## src/rtl/regfile_write_bank_if.sv

```systemverilog
// rtl/regfile_write_bank_if.sv - register write request handshake bundle
interface regfile_write_bank_if #(
    parameter int WIDTH  = 16,
    parameter int ADDR_W = 4
);
    logic              wr_valid;
    logic              wr_ready;
    logic [ADDR_W-1:0] wr_addr;
    logic [WIDTH-1:0]  wr_data;

    modport master (output wr_valid, output wr_addr, output wr_data, input wr_ready);
    modport slave  (input wr_valid, input wr_addr, input wr_data, output wr_ready);
endinterface

```

## src/rtl/regfile_write_bank.sv

```systemverilog
// rtl/regfile_write_bank.sv - 16x16 register bank fed by a 2-entry in-order write queue
// Optional REGFILE_BYPASS_EN forwards the youngest queued write onto regs_flat.
module regfile_write_bank #(
    parameter int WIDTH  = 16,
    parameter int DEPTH  = 16,
    parameter int ADDR_W = 4
) (
    input  logic                   clk,
    input  logic                   rst_n,
    regfile_write_bank_if.slave    wr,
    input  logic                   hold,
    output logic [DEPTH*WIDTH-1:0] regs_flat,
    output logic [1:0]             pending
);

    logic [ADDR_W-1:0] q_addr_q [2];
    logic [ADDR_W-1:0] q_addr_d [2];
    logic [WIDTH-1:0]  q_data_q [2];
    logic [WIDTH-1:0]  q_data_d [2];
    logic              head_q, head_d;
    logic              tail_q, tail_d;
    logic [1:0]        count_q, count_d;
    logic [WIDTH-1:0]  bank_q [DEPTH];
    logic [WIDTH-1:0]  bank_d [DEPTH];

    logic              accept;
    logic              commit;
    logic [DEPTH*WIDTH-1:0] regs_flat_c;

    // Ready looks only at the registered count, so a full queue refuses even on a commit cycle.
    assign wr.wr_ready = (count_q != 2'd2);
    assign pending     = count_q;
    assign accept      = wr.wr_valid && wr.wr_ready;
    assign commit      = !hold && (count_q != 2'd0);

    always_comb begin
        q_addr_d = q_addr_q;
        q_data_d = q_data_q;
        head_d   = head_q;
        tail_d   = tail_q;
        bank_d   = bank_q;
        count_d  = count_q + {1'b0, accept} - {1'b0, commit};
        if (accept) begin
            q_addr_d[tail_q] = wr.wr_addr;
            q_data_d[tail_q] = wr.wr_data;
            tail_d           = ~tail_q;
        end
        if (commit) begin
            head_d = ~head_q;
            if (q_addr_q[head_q] != '0) begin
                bank_d[q_addr_q[head_q]] = q_data_q[head_q];
            end
        end
        bank_d[0] = '0;
    end

    always_ff @(posedge clk or negedge rst_n) begin
        if (!rst_n) begin
            for (int i = 0; i < 2; i++) begin
                q_addr_q[i] <= '0;
                q_data_q[i] <= '0;
            end
            for (int k = 0; k < DEPTH; k++) begin
                bank_q[k] <= '0;
            end
            head_q  <= 1'b0;
            tail_q  <= 1'b0;
            count_q <= 2'd0;
        end else begin
            q_addr_q <= q_addr_d;
            q_data_q <= q_data_d;
            bank_q   <= bank_d;
            head_q   <= head_d;
            tail_q   <= tail_d;
            count_q  <= count_d;
        end
    end

`ifdef REGFILE_BYPASS_EN
    // Older entry first, younger second, so the youngest matching write wins.
    always_comb begin
        regs_flat_c = '0;
        for (int k = 0; k < DEPTH; k++) begin
            logic [WIDTH-1:0] slot;
            slot = bank_q[k];
            if ((count_q != 2'd0) && (q_addr_q[head_q] == ADDR_W'(k))) begin
                slot = q_data_q[head_q];
            end
            if ((count_q == 2'd2) && (q_addr_q[~head_q] == ADDR_W'(k))) begin
                slot = q_data_q[~head_q];
            end
            if (k == 0) begin
                slot = '0;
            end
            regs_flat_c[k*WIDTH +: WIDTH] = slot;
        end
    end
`else
    always_comb begin
        regs_flat_c = '0;
        for (int k = 0; k < DEPTH; k++) begin
            regs_flat_c[k*WIDTH +: WIDTH] = (k == 0) ? '0 : bank_q[k];
        end
    end
`endif

    assign regs_flat = regs_flat_c;

endmodule
```

## src/flat_wrapper.sv

```systemverilog
// flat-port wrapper written by rule: the top's interface ports become plain ports
module regfile_write_bank_flat 
#(
    parameter int WIDTH  = 16,
    parameter int DEPTH  = 16,
    parameter int ADDR_W = 4
)
  (clk, rst_n, hold, regs_flat, pending, wr_wr_valid, wr_wr_addr, wr_wr_data, wr_wr_ready);
  regfile_write_bank_if #(.WIDTH(WIDTH), .ADDR_W(ADDR_W)) wr_i ();
  input  logic clk;
  input  logic rst_n;
  input  logic hold;
  output logic [DEPTH*WIDTH-1:0] regs_flat;
  output logic [1:0] pending;
  input wire logic [$bits(wr_i.wr_valid)-1:0] wr_wr_valid;
  input wire logic [$bits(wr_i.wr_addr)-1:0] wr_wr_addr;
  input wire logic [$bits(wr_i.wr_data)-1:0] wr_wr_data;
  output wire logic [$bits(wr_i.wr_ready)-1:0] wr_wr_ready;
  assign wr_i.wr_valid = wr_wr_valid;
  assign wr_i.wr_addr = wr_wr_addr;
  assign wr_i.wr_data = wr_wr_data;
  assign wr_wr_ready = wr_i.wr_ready;
  regfile_write_bank #(.WIDTH(WIDTH), .DEPTH(DEPTH), .ADDR_W(ADDR_W)) u_core (.clk(clk), .rst_n(rst_n), .wr(wr_i), .hold(hold), .regs_flat(regs_flat), .pending(pending));
endmodule
```

## config.mk

```make
export PLATFORM = sky130hd
export DESIGN_NAME = regfile_write_bank_flat
export DESIGN_NICKNAME = d
export VERILOG_FILES = /design/src/rtl/regfile_write_bank_if.sv /design/src/rtl/regfile_write_bank.sv /design/src/flat_wrapper.sv
export SDC_FILE = /design/constraint.sdc
export NUM_CORES = 1
export LEC_CHECK = 0
export ABC_CLOCK_PERIOD_IN_PS = 2500
export CAP_MARGIN = 15
export CORE_MARGIN = 2
export CORE_UTILIZATION = 50
export DETAILED_ROUTE_END_ITERATION = 8
export GPL_ROUTABILITY_DRIVEN = 0
export PLACE_DENSITY = 0.79
export REMOVE_ABC_BUFFERS = 1
export SKIP_CTS_REPAIR_TIMING = 1
export SYNTH_ARGS = -nofsm -noshare
export SYNTH_HDL_FRONTEND = slang
export SYNTH_SLANG_ARGS = --single-unit
```

## constraint.sdc

```tcl
create_clock -name clk -period 2.5 [get_ports clk]
set_input_delay 0.5 -clock clk [delete_from_list [all_inputs] [get_ports clk]]
set_output_delay 0.5 -clock clk [all_outputs]
set_load 0.02 [all_outputs]
```

==> results of run 1 <==
where the power goes:
group	internal (mW)	leakage, nW	switching [mW]
Sequential	6.61	3.61	1.14
Combinational	5.11	2.68	5.73
Clock	2.64	0.474	1.69
Total	14.4	6.75	8.56
stage by stage:
stage | hold WS [ns] | instances | power [mW]
after floorplan | 0.204 | 635 | 13.4
after global placement | 0.468 | 1226 | 18.4
after detailed placement | 0.474 | 1226 | 18.7
after CTS | -0.0866 | 1273 | 23.1
after global routing | 0.501 | 1274 | 24.0
final | 0.487 | 1274 | 22.9
worst min-delay path by stage:
stage	from	depth (start not counted)	to	slack (ns)
after global routing	u_core.tail_q$_DFFE_PN0P_	1	u_core.tail_q$_DFFE_PN0P_	0.50
after floorplan	rst_n	0	u_core.head_q$_DFFE_PN0P_	0.20
after CTS	rst_n	1	u_core.regs_flat[136]$_DFFE_PN0P_	-0.09
after detailed placement	rst_n	1	u_core.regs_flat[26]$_DFFE_PN0P_	0.47
after global placement	rst_n	1	u_core.regs_flat[26]$_DFFE_PN0P_	0.47
final	u_core.regs_flat[201]$_DFFE_PN0P_	1	u_core.regs_flat[201]$_DFFE_PN0P_	0.49
synth_stat cells (2+ instances only):
cell	count	area (um2)
sky130_fd_sc_hd__xnor2_1	2	17.5
sky130_fd_sc_hd__mux2_2	264	2970
sky130_fd_sc_hd__buf_6	16	180
sky130_fd_sc_hd__or3b_1	3	26.3
sky130_fd_sc_hd__dfrtp_1	284	7110
sky130_fd_sc_hd__a2111oi_4	15	413
sky130_fd_sc_hd__mux2_1	34	383
sky130_fd_sc_hd__nand3b_1	2	15.0
sky130_fd_sc_hd__o21ai_0	2	10.0
sky130_fd_sc_hd__buf_4	21	158
sky130_fd_sc_hd__clkbuf_1	20	75.1
sky130_fd_sc_hd__nand3_1	2	10.0
sky130_fd_sc_hd__mux2i_4	2	45.0
sky130_fd_sc_hd__buf_2	4	20.0
registers in the layout, indices dropped and copies added, names as in the netlist:
register          cells
u_core.q_data_q      32
u_core.regs_flat    240
u_core.q_addr_q       8
u_core.head_q         1
u_core.tail_q         1
u_core.pending        2
cell type report:
cell class	instances	share of cell area [%]
timing repair buffer	307	19.8
multi-input combinational	351	26.0
clock buffer	41	5.48
clock inverter	6	0.677
sequential	284	45.8
tap	285	2.30
cells by family after synthesis:
group | count (synthesis) | synth area share, %
adder cells (fa/ha/maj) | 1 | 0.109
other | 1 | 0.0326
flip-flops | 284 | 61.7
AO/OA/AOI/OAI | 18 | 3.74
XOR/XNOR | 3 | 0.228
AND/OR/NAND/NOR | 13 | 0.815
buffers and inverters | 62 | 3.79
multiplexers | 300 | 29.5
metal layers:
metal	vias to the layer above	wire length (um)
met2	196	13700
met3	51	1580
met5	-	0
met4	0	827
li1	2986	-
met1	3573	11900
critical path: cells and delay by family (launching register included):
family	cells	cell delay, ns
compound gates	1	0.46
buf+inv	1	0.26
mux	1	0.36
flops	1	0.53
simple gates	1	0.61
==> results.cfg, run 1 <==
[critical_path]
crit_path_end = u_core.regs_flat[47]$_DFFE_PN0P_
path_max_fanout = 14
timing.critical_path.slowest_stage_cell = sky130_fd_sc_hd__or3b_1
data_required_time_at_the_worst_endpoint_ns = 2.92
timing.setup.critical_path_class = reg2reg
cp-end-kind = register
worst_r2r_endpoint = u_core.regs_flat[47]$_DFFE_PN0P_
arrival_ns = 2.76
setup.worst_path.start_class = register
critical-path-max-stage-delay_ns = 0.61
reg2reg_from = u_core.head_q$_DFFE_PN0P_
critical_path.cell_chain = or3b_1 > a2111oi_4 > buf_4 > mux2_2
timing.critical_path.from = u_core.head_q$_DFFE_PN0P_
worst-r2r-cell-count = 4
reg2reg_setup_slack_ns = 0.16

[timing]
worst_slew_margin_rel_pct = 49.6
fin_setup_tns_ns = 0
max_slew.worst_pin.slew_ns = 0.740
finalHoldViolCount = 0
setup_violations = 0
highest_attainable_clock_frequency_mhz = 427
fin_skew_ns = 0.0113
setup_repair_after_global_routing_missed_its_margin = false
report.final.slew_viol_count = 0
finalCriticalPeriod_ns = 2.34
min_period_over_period_pct = 93.7
worst_slack_ns = 0.158

[routing]
route.detailed.vias_per_inst = 5.34
first_pass_iters = 5
via_count = 6806
routed_wl_um = 28100
residual_drc = 0
ant_nets = 0
wire_per_inst_um = 22.0
detail_route.iter0.violations = 220

[cells_and_area]
nNetsFinal = 998
regArea_mm2 = 0.00711
share_of_layout_cells_above_drive_strength_1_pct = 37.1
stdcell_area_mm2 = 0.0155
fill_cells = 1560
final_core_utilization_pct = 68.5
multi_input_area_mm2 = 0.00404
insertedDiodeCount = 0
layout_commonest_cell = sky130_fd_sc_hd__dfrtp_1
commonest_cells_after_routing_fill_and_taps_aside = 284 x sky130_fd_sc_hd__dfrtp_1, 265 x sky130_fd_sc_hd__clkdlybuf4s50_1, 264 x sky130_fd_sc_hd__mux2_2
syn2layout_area_growth_pct = 34.8

[run_status]
outcome = completed

[worst_hold_path]
worst_hold_path_type = reg2reg

[placement]
hpwlAfterDp_um = 19400
place_worst_setup_slack_ns = 0.0176
placed_area_mm2 = 0.0146
io_buffer_count = 266

[global_route]
grt_util_met1_pct = 30.8
grt_antenna_before_repair = 0
use_met2_pct = 38.7
grtUsageTotal_pct = 23.4
overflow = 0
number_of_global_route_vias_before_repair = 7277
globalRoute.busiestLayer = met2
grt_first_pass_wirelength_um = 43600
grt_max_degree = 74
grt_use_met3_pct = 5.53

[floorplan]
placement_rows = 55
initial_utilization_pct = 50.8
core_region_area_mm2 = 0.0226
dieArea_mm2 = 0.0243
num_io_pins = 283
die_y_um = 156
die_width_um = 156

[synthesis]
syn_inst = 682
avgSynthCellArea_um2 = 16.9
ys_ff_latch = 284
ys_async_sr_fraction_pct = 100
synth.distinct_cells = 25
synth_sequential_area_ratio_pct = 61.7
synth_enable_flop_cells = 0
synth-main-ff-cell = sky130_fd_sc_hd__dfrtp_1
syn_area_mm2 = 0.0115
synth.yosys.warnings = 0

[cts]
tritoncts = yes
clock_insertion_delay_worst_skew_ns = 0.54
cts_max_path_buffers = 3
tritoncts_num_sinks = 284
total_cts_buffers = 29
ctsRootBufferMaster = sky130_fd_sc_hd__clkbuf_16
clk_pin_slew_worst_paths_ns = 0.06
htreeDepth = 1

[power]
max-vdd-ir-drop_mv = 0.778
power_density_mw_per_mm2 = 1480
leakagePower_nw = 6.75

[job]
cap_viol_max_count = 0
No activity file was read; power rests on OpenSTA's default activity.
==> run 2: changes to the inputs <==
--- a/config.mk
+++ b/config.mk
@@ -5,13 +5,13 @@
 export SDC_FILE = /design/constraint.sdc
 export NUM_CORES = 1
 export LEC_CHECK = 0
-export ABC_CLOCK_PERIOD_IN_PS = 2500
+export ABC_CLOCK_PERIOD_IN_PS = 2200
 export CAP_MARGIN = 15
 export CORE_MARGIN = 2
-export CORE_UTILIZATION = 50
+export CORE_UTILIZATION = 35
 export DETAILED_ROUTE_END_ITERATION = 8
 export GPL_ROUTABILITY_DRIVEN = 0
-export PLACE_DENSITY = 0.79
+export PLACE_DENSITY = 0.58
 export REMOVE_ABC_BUFFERS = 1
 export SKIP_CTS_REPAIR_TIMING = 1
 export SYNTH_ARGS = -nofsm -noshare
==> constraint.sdc (replaced) <==
create_clock -name clk -period 2.2 [get_ports clk]
set_input_delay 0.44 -clock clk [delete_from_list [all_inputs] [get_ports clk]]
set_output_delay 0.44 -clock clk [all_outputs]
set_load 0.02 [all_outputs]
==> run 2 against run 1 <==
Utilization fell by 19 points. Clock power rose by 30%. Design area rose by 3.7%. Critical endpoint is now u_core.regs_flat[65]$_DFFE_PN0P_. Largest cell class unchanged. Highest routed layer unchanged.
==> results.cfg, run 2 (synthesis gave the netlist of run 1 again) <==
[cells_and_area]
layout_commonest_cell = sky130_fd_sc_hd__dfrtp_1
largest_reg_flops = 240
syn2layout_area_growth_pct = 39.8
share_of_layout_cells_above_drive_strength_1_pct = 38.1
final-instance-count-excl-fill = 1437
nNetsFinal = 995
commonest_cells_after_routing_fill_and_taps_aside = 283 x sky130_fd_sc_hd__dfrtp_1, 264 x sky130_fd_sc_hd__clkdlybuf4s50_1, 256 x sky130_fd_sc_hd__mux2_2
stdcell_area_mm2 = 0.0161

[critical_path]
crit_family = simple AND/OR/NAND/NOR gates
arrival_ns = 2.61
timing.critical_path.slowest_stage_cell = sky130_fd_sc_hd__or3_1
worst-r2r-cell-count = 4
critical_path.n_buffers_inverters = 1
setup.worst_path.start_class = register
path_max_fanout = 16
critical-path-max-stage-delay_ns = 0.52
data_required_time_at_the_worst_endpoint_ns = 2.64
cp-end-kind = register
total_stage_count_of_the_critical_path = 4
timing.setup.critical_path_class = reg2reg
critical_path.cell_chain = or3_1 > a2111oi_4 > buf_12 > mux2_2

[cts]
total_cts_buffers = 31
htreeDepth = 1
tritoncts_num_sinks = 284
clk_pin_slew_worst_paths_ns = 0.06
clock_insertion_delay_worst_skew_ns = 0.57
cts_max_path_buffers = 3
tritoncts = yes
ctsRootBufferMaster = sky130_fd_sc_hd__clkbuf_16

[power]
internal_dissipation_mw = 17.0
power.share.clock_pct = 21.0
total_switching_power_mw = 9.89
power_density_mw_per_mm2 = 1670
switching_share_pct = 36.7
comb_power_share_pct = 46.3
max-vdd-ir-drop_mv = 0.944
leakagePower_nw = 6.88
seq_power_share_pct = 32.7
finalPower_mw = 26.9

[floorplan]
dieArea_mm2 = 0.0344
die_width_um = 185
core_region_area_mm2 = 0.0325
initial_utilization_pct = 35.5
die_y_um = 185
placement_rows = 66
num_io_pins = 283

[routing]
met1_length_um = 12900
routed_wl_um = 29500
ant_nets = 0
residual_drc = 0
via_count = 6762
route.top_layer_used = met4
routed-wl-met2_um = 13500
route.detailed.vias_per_inst = 4.71
met3_wirelength_um = 2610
wire_per_inst_um = 20.5
first_pass_iters = 4
detail_route.iter0.violations = 240

[timing]
setup_violations = 0
report.final.slew_viol_count = 0
setup_repair_after_global_routing_missed_its_margin = true
max_slew.worst_pin.slew_ns = 0.695
finalCriticalPeriod_ns = 2.17
worst_slew_margin_rel_pct = 52.6
finalHoldViolCount = 0
worst_slack_ns = 0.0296
min_period_over_period_pct = 98.7
highest_attainable_clock_frequency_mhz = 461
fin_skew_ns = 0.0239

[global_route]
grt_first_pass_wirelength_um = 45000
grtUsageTotal_pct = 17.3
number_of_global_route_vias_before_repair = 7171
grt_max_degree = 64
overflow = 0
grt_antenna_before_repair = 1

[placement]
io_buffer_count = 266
hpwlAfterDp_um = 20200
place_worst_setup_slack_ns = -0.135
placed_area_mm2 = 0.0148
numPlacedInstances = 1374

[worst_hold_path]
worst_hold_path_type = in2async

[job]
cap_viol_max_count = 0

[run_status]
outcome = completed
-- run 2: through the flow --
step	hold slack (ns)	setup TNS [ns]	utilization [%]
CTS	-0.231	-11.93	49.2
detailed placement	0.378	-16.54	45.7
finish	0.370	0	49.6
global placement	0.381	-14.78	45.7
floorplan	0.144	-265.66	-
global route	0.398	-0.729	49.6
-- run 2: path summary, 6_finish.rpt --
path	from	to	slack (ns)
max	u_core.head_q$_DFFE_PN0P_	u_core.regs_flat[65]$_DFFE_PN0P_	0.03
min	rst_n	u_core.regs_flat[64]$_DFFE_PN0P_	0.37
max reg2reg	u_core.head_q$_DFFE_PN0P_	u_core.regs_flat[65]$_DFFE_PN0P_	0.03
min reg2reg	u_core.regs_flat[205]$_DFFE_PN0P_	u_core.regs_flat[205]$_DFFE_PN0P_	0.48
max in group asynchronous	rst_n	u_core.regs_flat[236]$_DFFE_PN0P_	1.12
min in group clk	u_core.regs_flat[205]$_DFFE_PN0P_	u_core.regs_flat[205]$_DFFE_PN0P_	0.48
-- run 2: power groups by stage --
stage	Clock [mW]	Combinational (mW)	Sequential (mW)
after floorplan	0	4.14	11.0
after global placement	0	12.4	8.83
after detailed placement	0	12.5	8.87
after CTS	5.81	12.5	8.83
after global routing	6.02	13.2	9.11
final	5.64	12.5	8.80
-- run 2: cell type report --
cell class / count / area, um2
multi-input cells: 351 / 4070
repair buffers: 302 / 3220
diodes: 1 / 2.50
clock buffers: 41 / 913
fillers: 2768 / 16400
flip-flops and latches: 284 / 7110
clock inverters: 16 / 220
well taps: 442 / 553
-- run 2: metal layers --
metal	up-vias	GRT usage, %
met2	198	27.0
met1	3532	23.1
met5	-	0
li1	2993	-
met4	0	3.56
met3	39	6.27
-- run 2: worst register-to-register path, cell delays in order (launching register included) --
cell                        delay, ns
sky130_fd_sc_hd__dfrtp_2         0.50
sky130_fd_sc_hd__or3_1           0.52
sky130_fd_sc_hd__a2111oi_4       0.45
sky130_fd_sc_hd__buf_12          0.21
sky130_fd_sc_hd__mux2_2          0.37
==> run 3: changes to the inputs <==
--- a/config.mk
+++ b/config.mk
@@ -5,7 +5,7 @@
 export SDC_FILE = /design/constraint.sdc
 export NUM_CORES = 1
 export LEC_CHECK = 0
-export ABC_CLOCK_PERIOD_IN_PS = 2200
+export ABC_CLOCK_PERIOD_IN_PS = 2140
 export CAP_MARGIN = 15
 export CORE_MARGIN = 2
 export CORE_UTILIZATION = 35
==> constraint.sdc (replaced) <==
create_clock -name clk -period 2.14 [get_ports clk]
set_input_delay 0.428 -clock clk [delete_from_list [all_inputs] [get_ports clk]]
set_output_delay 0.428 -clock clk [all_outputs]
set_load 0.02 [all_outputs]
==> run 3 against run 2 <==
The flow now finishes with violations (negative setup slack). Critical path depth grew 2. Power grew 0.97%. Wire length grew 2.2%. Fmax up 0.33%. Global-route usage decreased by 0.059 points. Non-clock buffer count grew 12. Register-to-register slack worse by 0.05 ns. Worst setup slack worse by 0.053 ns. Cell count grew 0.70%. Clock power shrank 11%. Clock-buffer cell count up 5. Flip-flop and latch count is the same. Critical path type unchanged. Critical endpoint is now u_core.regs_flat[16]$_DFFE_PN0P_. Highest routed layer unchanged.
==> results.cfg, run 3 (synthesis gave the netlist of run 1 again) <==
[critical_path]
critPathMostFrequentCell = sky130_fd_sc_hd__buf_6
reg2reg_setup_slack_ns = -0.02
timing.setup.critical_path_class = reg2reg
path_max_fanout = 10
critical_path.n_buffers_inverters = 3
critical-path-max-stage-delay_ns = 0.41
setup.worst_path.start_class = register
critical_path.cell_chain = buf_6 > or3b_4 > buf_6 > a2111oi_4 > buf_6 > mux2_2
reg2reg_from = u_core.head_q$_DFFE_PN0P_
cp-end-kind = register
worst_r2r_endpoint = u_core.regs_flat[16]$_DFFE_PN0P_
crit_family = buffers and inverters
timing.critical_path.slowest_stage_cell = sky130_fd_sc_hd__a2111oi_4
worst-r2r-cell-count = 6
arrival_ns = 2.59
data_required_time_at_the_worst_endpoint_ns = 2.56

[routing]
first_pass_iters = 4
via_count = 6737
residual_drc = 0
met3_wirelength_um = 2750
ant_nets = 0
detail_route.iter0.violations = 172
route.top_layer_used = met4
routed-wl-met2_um = 13800
wire_per_inst_um = 20.8
route.detailed.vias_per_inst = 4.66
met1_length_um = 13200
routed_wl_um = 30100

[cts]
cts_max_path_buffers = 3
clock_insertion_delay_worst_skew_ns = 0.54
htreeDepth = 1
clk_pin_slew_worst_paths_ns = 0.06
tritoncts_num_sinks = 284
ctsRootBufferMaster = sky130_fd_sc_hd__clkbuf_16
tritoncts = yes
total_cts_buffers = 30

[floorplan]
die_y_um = 185
core_region_area_mm2 = 0.0325
placement_rows = 66
die_width_um = 185
dieArea_mm2 = 0.0344
num_io_pins = 283
initial_utilization_pct = 35.5

[run_status]
outcome = finished, violations left
failed_checks = negative setup slack

[timing]
max_slew.worst_pin.slew_ns = 0.623
setup_violations = 45
report.final.slew_viol_count = 0
worst_slack_ns = -0.0232
fin_skew_ns = 0.00913
fin_setup_tns_ns = -0.354
highest_attainable_clock_frequency_mhz = 462
finalCriticalPeriod_ns = 2.16
min_period_over_period_pct = 101
setup_repair_after_global_routing_missed_its_margin = true
worst_slew_margin_rel_pct = 57.6
finalHoldViolCount = 0

[worst_hold_path]
worst_hold_path_type = in2async

[placement]
place_worst_setup_slack_ns = -0.139
hpwlAfterDp_um = 20100
io_buffer_count = 266
numPlacedInstances = 1376

[cells_and_area]
commonest_cells_after_routing_fill_and_taps_aside = 283 x sky130_fd_sc_hd__dfrtp_1, 264 x sky130_fd_sc_hd__clkdlybuf4s50_1, 239 x sky130_fd_sc_hd__mux2_2
final-instance-count-excl-fill = 1447
share_of_layout_cells_above_drive_strength_1_pct = 38.4
syn2layout_area_growth_pct = 40.3
final_core_utilization_pct = 49.7
largest_reg_flops = 240
nNetsFinal = 1006
fill_cells = 2779
layout_commonest_cell = sky130_fd_sc_hd__dfrtp_1

[power]
switching_share_pct = 37.2
seq_power_share_pct = 33.2
power.share.clock_pct = 18.6
power_density_mw_per_mm2 = 1680
max-vdd-ir-drop_mv = 0.817
comb_power_share_pct = 48.3
internal_dissipation_mw = 17.1
leakagePower_nw = 6.93
total_switching_power_mw = 10.1

[global_route]
grt_antenna_before_repair = 1
grt_max_degree = 66
overflow = 0
number_of_global_route_vias_before_repair = 7258
grt_first_pass_wirelength_um = 45100
grtUsageTotal_pct = 17.2

[job]
cap_viol_max_count = 0
[run 3: cell count changes in the layout (fill, tap and decap cells not counted), sizes merged]
| cell | delta |
|---|---|
| buf | +8 |
| bufinv | -5 |
| clkbuf | +9 |
| clkinv | +2 |
| clkinvlp | -2 |
| inv | -2 |
[run 3: area by class of cell]
type	instances	area (um2)	area share, %
sequential	284	7110	44.0
multi-input combinational	351	4140	25.7
timing repair buffer	314	3370	20.9
clock buffer	46	922	5.71
tap	442	553	3.43
clock inverter	9	47.5	0.294
antenna	1	2.50	0.0155
[run 3: worst max-delay path by stage]
stage / startpoint / endpoint / depth (start not counted)
after floorplan: u_core.pending[1]$_DFF_PN0_ / u_core.regs_flat[225]$_DFFE_PN0P_ / 3
after global placement: u_core.head_q$_DFFE_PN0P_ / u_core.regs_flat[20]$_DFFE_PN0P_ / 4
after detailed placement: u_core.head_q$_DFFE_PN0P_ / u_core.regs_flat[26]$_DFFE_PN0P_ / 4
after CTS: u_core.head_q$_DFFE_PN0P_ / u_core.regs_flat[16]$_DFFE_PN0P_ / 4
after global routing: u_core.head_q$_DFFE_PN0P_ / u_core.regs_flat[95]$_DFFE_PN0P_ / 7
final: u_core.head_q$_DFFE_PN0P_ / u_core.regs_flat[16]$_DFFE_PN0P_ / 6
[run 3: per-stage QoR]
step | hold slack [ns] | cell area (um2) | total power, mW
final | 0.334 | 16100 | 27.2
after global routing | 0.328 | 16100 | 28.7
after CTS | -0.273 | 15800 | 27.2
after detailed placement | 0.320 | 14800 | 21.9
after global placement | 0.319 | 14800 | 21.8
after floorplan | 0.132 | 11100 | 15.6
[run 3: power groups by stage]
| stage | Sequential, mW | Combinational [mW] | Clock (mW) |
|---|---|---|---|
| floorplan | 11.3 | 4.26 | 0 |
| global placement | 9.08 | 12.7 | 0 |
| detailed placement | 9.11 | 12.8 | 0 |
| CTS | 9.07 | 12.9 | 5.22 |
| global route | 9.36 | 13.9 | 5.45 |
| finish | 9.02 | 13.1 | 5.04 |
[run 3: metal layers]
| metal | GRT usage, % | vias to the layer above |
|---|---|---|
| met4 | 3.05 | 0 |
| met3 | 6.65 | 32 |
| met1 | 22.8 | 3514 |
| li1 | - | 2999 |
| met2 | 27.0 | 192 |
| met5 | 0 | - |
